`config.mk`:
```
export PLATFORM = sky130hd
export DESIGN_NAME = sequenciador_busca
export DESIGN_NICKNAME = d
export VERILOG_FILES = /design/src/rtl/sequenciador_busca.sv
export SDC_FILE = /design/constraint.sdc
export NUM_CORES = 1
export LEC_CHECK = 0
export ABC_AREA = 1
export CAP_MARGIN = 5
export CORE_MARGIN = 4
export CORE_UTILIZATION = 53
export DETAILED_ROUTE_END_ITERATION = 12
export PLACE_DENSITY = 0.8
export SLEW_MARGIN = 20
export SYNTH_ARGS = -nofsm -noshare
export SYNTH_HDL_FRONTEND = slang
export SYNTH_SLANG_ARGS = --single-unit
export TNS_END_PERCENT = 1
```
`constraint.sdc`:
```
create_clock -name Clock -period 1.6 [get_ports Clock]
set_input_delay 0.32 -clock Clock [delete_from_list [all_inputs] [get_ports Clock]]
set_output_delay 0.32 -clock Clock [all_outputs]
set_load 0.1 [all_outputs]
```
`src/rtl/sequenciador_busca.sv`:
```
// Fetch/issue sequencer: reads program words from a small synchronous memory,
// feeds them to a multi-cycle processor over DIN/Run and waits for Done with a watchdog.
module sequenciador_busca #(
  parameter int TIMEOUT = 8
) (
  input  logic        Clock,
  input  logic        Resetn,
  input  logic        Enable,
  input  logic [15:0] MemData,
  input  logic        Done,
  output logic [4:0]  Addr,
  output logic [15:0] DIN,
  output logic        Run,
  output logic        Halt,
  output logic        Erro,
  output logic [7:0]  InstrCount
);

  localparam int WD_W = $clog2(TIMEOUT + 2);
  localparam logic [2:0] OP_MVI  = 3'b001;
  localparam logic [2:0] OP_HALT = 3'b111;

  typedef enum logic [3:0] {
    IDLE,
    BUSCA_I,
    LATCH_I,
    BUSCA_D,
    LATCH_D,
    EXEC,
    ESPERA,
    PAUSA,
    PARADO
  } state_t;

  state_t            state_q, state_d;
  logic [4:0]        pc_q, pc_d;
  logic [15:0]       din_q, din_d;
  logic              erro_q, erro_d;
  logic [7:0]        cnt_q, cnt_d;
  logic [WD_W-1:0]   wd_q, wd_d;
  logic [8:0]        ir_q, ir_d;
  logic [15:0]       imm_q, imm_d;

  always_ff @(posedge Clock) begin
    if (Resetn) begin
      state_q <= IDLE;
      pc_q    <= '0;
      din_q   <= '0;
      erro_q  <= 1'b0;
      cnt_q   <= '0;
      wd_q    <= '0;
      ir_q    <= '0;
      imm_q   <= '0;
    end else begin
      state_q <= state_d;
      pc_q    <= pc_d;
      din_q   <= din_d;
      erro_q  <= erro_d;
      cnt_q   <= cnt_d;
      wd_q    <= wd_d;
      ir_q    <= ir_d;
      imm_q   <= imm_d;
    end
  end

  always_comb begin
    state_d = state_q;
    pc_d    = pc_q;
    din_d   = din_q;
    erro_d  = erro_q;
    cnt_d   = cnt_q;
    wd_d    = '0;
    ir_d    = ir_q;
    imm_d   = imm_q;
    case (state_q)
      IDLE: begin
        if (Enable) state_d = BUSCA_I;
      end
      BUSCA_I: state_d = LATCH_I;
      LATCH_I: begin
        ir_d = MemData[8:0];
        if (MemData[8:6] == OP_HALT) begin
          state_d = PARADO;
        end else if (MemData[8:6] == OP_MVI) begin
          pc_d    = pc_q + 5'd1;
          state_d = BUSCA_D;
        end else begin
          // DIN is registered, so the word must be loaded on the way into EXEC
          din_d   = {7'b0, MemData[8:0]};
          state_d = EXEC;
        end
      end
      BUSCA_D: state_d = LATCH_D;
      LATCH_D: begin
        imm_d   = MemData;
        din_d   = {7'b0, ir_q};
        state_d = EXEC;
      end
      EXEC: begin
        // EXEC is watchdog cycle 1, so the first ESPERA cycle is cycle 2
        wd_d    = WD_W'(2);
        din_d   = (ir_q[8:6] == OP_MVI) ? imm_q : {7'b0, ir_q};
        state_d = ESPERA;
      end
      ESPERA: begin
        if (Done) begin
          pc_d    = pc_q + 5'd1;
          cnt_d   = cnt_q + 8'd1;
          state_d = PAUSA;
        end else if (wd_q >= WD_W'(TIMEOUT)) begin
          erro_d  = 1'b1;
          state_d = PARADO;
        end else begin
          wd_d = wd_q + WD_W'(1);
        end
      end
      PAUSA: state_d = Enable ? BUSCA_I : IDLE;
      PARADO: state_d = PARADO;
      default: state_d = IDLE;
    endcase
  end

  assign Addr       = pc_q;
  assign DIN        = din_q;
  assign Run        = (state_q == EXEC) || (state_q == ESPERA);
  assign Halt       = (state_q == PARADO);
  assign Erro       = erro_q;
  assign InstrCount = cnt_q;

endmodule

```
==> results.sh <==
export IMPL_root_buffer="clkbuf_8"
export IMPL_wl_um=8020
export IMPL_core_area_um2=5510
export IMPL_antenna_found_initial=0
export IMPL_via_per_inst=5.33
export IMPL_cp_start_kind="flop"
export IMPL_clock_skew_ns=0.00628
export IMPL_utilization_pct=78.8
export IMPL_fin_crit_sh_pct=100
export IMPL_synth_cells=439
export IMPL_synth_top_area_share_pct=41.7
export IMPL_path_max_fanout=6
export IMPL_htreeDepth=3
export IMPL_die_area_um2=6970
export IMPL_clk_pin_slew_ns=0.06
export IMPL_grt_pass1_wl_um=13000
export IMPL_setup_tns_ns=-0.00352
export IMPL_grt_usage_pct=22.7
export IMPL_dr_pass1_iters=5
export IMPL_numCtsBuffers=9
export IMPL_start_util_pct=54.9
export IMPL_place_gp_congestion=0.853
export IMPL_dp_cells=561
export IMPL_drcViolationCount=0
export IMPL_relSlewSlack_pct=74.4
export IMPL_grt_max_degree=47
export IMPL_slew_violations=0
export IMPL_violations="negative setup slack"
export IMPL_io_pins=52
export IMPL_worstPathArrival_ns=1.28
export IMPL_rows=27
export IMPL_syn_nets=463
export IMPL_stdcell_count=583
export IMPL_synth_edff_count=0
export IMPL_setup_ws_ns=-0.00352
export IMPL_yosysWarnings=0
export IMPL_synth_common_cells="nand2_1 (106), nor2_1 (69), dfxtp_1 (63)"
export IMPL_synth_distinct_cells=27
export IMPL_vias=3108
export IMPL_cts_sinks=63
export IMPL_portBuffers=51
export IMPL_area_growth_pct=43.6
export IMPL_maxCapViolations=0
export IMPL_synthArstFlopShare_pct=0
export IMPL_drt_iter0_markers=175
export IMPL_tightest_slew_ns=0.384
export IMPL_final_area_um2=4340
export IMPL_ant_nets=0
export IMPL_fmaxAchievable_mhz=624
export IMPL_required_ns=1.28
export IMPL_hold_viol_final=0
export IMPL_setup_viol=1
export IMPL_status="finished, violations left"
export IMPL_synth_seq_cells=63
export IMPL_finalNetCount=530
export IMPL_cts_tree="done"
export IMPL_drt_wirelength_per_cell_um=13.8
export IMPL_synthMostInstantiatedCell="nand2_1"
export IMPL_rsz0062_at_grt="true"
export IMPL_ys_seq_area_share_pct=41.7
export IMPL_grt_pass1_vias=2983
export IMPL_drive_above_1_share_pct=20.9
export IMPL_ys_flop_type="dfxtp_1"
export IMPL_die_h_um=83.5
export IMPL_clk_latency_ns=0.34
export IMPL_hold_class="flop to flop"
export IMPL_ys_top_cells_by_area="dfxtp_1 (42%), nand2_1 (13%), nor2_1 (8.6%), a21oi_1 (6.0%), nand3_1 (5.1%)"
export IMPL_fp_dieW_um=83.5
export IMPL_placed_area_um2=4010
export IMPL_crit_path_end_kind="output port"
export IMPL_antennaDiodeCount=0
export IMPL_ir_worst_vdd_uv=822
export IMPL_syn_area_um2=3020
export IMPL_fin_hold_ws_ns=0.454
export IMPL_p_per_area_nw_per_um2=1070
export IMPL_synth_avg_cell_area_um2=6.88
export IMPL_period_needed_ns=1.60
export IMPL_cts_max_path_buffers=2
export IMPL_dpl_hpwl_um=5410
export IMPL_post_place_ws_ns=-0.115
export IMPL_yosys_area_top_type="dfxtp_1"
export IMPL_grt_overflow_total=0
export IMPL_crit_type="flop to output port"
export IMPL_leakage_nw=1.86
export IMPL_power_mw=4.62
[report_power, final]
| part | leakage, nW | switching, mW | internal (mW) | total, mW |
|---|---|---|---|---|
| Clock | 0.109 | 0.589 | 0.842 | 1.43 |
| Combinational | 1.23 | 0.875 | 0.507 | 1.38 |
| Sequential | 0.516 | 0.116 | 1.70 | 1.81 |
[placed cells by master, fill, tap and decap left out, types with 3 or more instances in the layout]
cell | synthesis | layout
nand2_4 | 2 | 3
nand3b_1 | 18 | 18
dfxtp_4 | 0 | 4
nor2_4 | 3 | 6
nand2_2 | 2 | 6
nor3_1 | 3 | 3
a21oi_1 | 36 | 36
inv_2 | 6 | 7
clkbuf_8 | 0 | 12
xnor2_1 | 4 | 4
nand2_1 | 106 | 100
clkdlybuf4s50_1 | 0 | 19
inv_1 | 39 | 36
nor2_2 | 3 | 3
buf_12 | 0 | 34
o21ai_0 | 28 | 28
ha_1 | 4 | 4
nor2_1 | 69 | 66
buf_4 | 2 | 19
nand3_1 | 31 | 30
dfxtp_2 | 0 | 5
dfxtp_1 | 63 | 54
[sequential cells by signal (all words and copies together), names as in the netlist]
signal / flops
DIN: 16
imm_q: 16
ir_q: 9
InstrCount: 8
Addr: 5
state_q: 4
wd_q: 4
Erro: 1
[final timing paths]
| kind | start | endpoint | slack, ns | depth (start not counted) |
|---|---|---|---|---|
| worst min register to register | imm_q[12] | imm_q[12] | 0.45 | 2 |
| worst max register to register | state_q[1] | InstrCount[5] | 0.08 | 9 |
| worst max-delay path | state_q[3] | Run | -0.004 | 6 |
| worst min-delay path | imm_q[12] | imm_q[12] | 0.45 | 2 |
[metal layers]
layer | vias up | wire length, µm | track usage, %
met3 | 36 | 549 | 4.34
met1 | 1394 | 3130 | 25.2
met5 | - | 0 | 0
li1 | 1531 | - | -
met2 | 147 | 4110 | 41.8
met4 | 0 | 233 | 10.1
[repair_timing]
action	in CTS	in global routing
cloned	0	0
resized for setup	17	11
hold endpoints to repair	0	0
endpoints found under the setup margin	2	11
pin swaps	2	4
setup buffers	4	2
hold buffers	0	0
[critical path, stage by stage (launching register included)]
cell and delay, ns:
dfxtp_4 0.38, inv_4 0.08, nand2_8 0.07, nor2_4 0.12, inv_2 0.05, nand2_2 0.07, buf_12 0.17
[area by class of cell]
type	instances	area (µm²)
flip-flops and latches	63	1280
clock buffers	13	169
fillers	371	1170
multi-input cells	315	1570
well taps	72	90.1
inverters	45	174
clock inverters	3	40.0
repair buffers	72	1010
[logic make-up after synthesis]
group | after synthesis | synth area share, %
XOR/XNOR | 4 | 1.16
adder cells (fa/ha/maj) | 4 | 1.66
AND/OR/NAND/NOR | 240 | 35.8
flip-flops | 63 | 41.7
buffers and inverters | 61 | 8.36
AO/OA/AOI/OAI | 67 | 11.3
No activity file was read; power rests on OpenSTA's default activity.
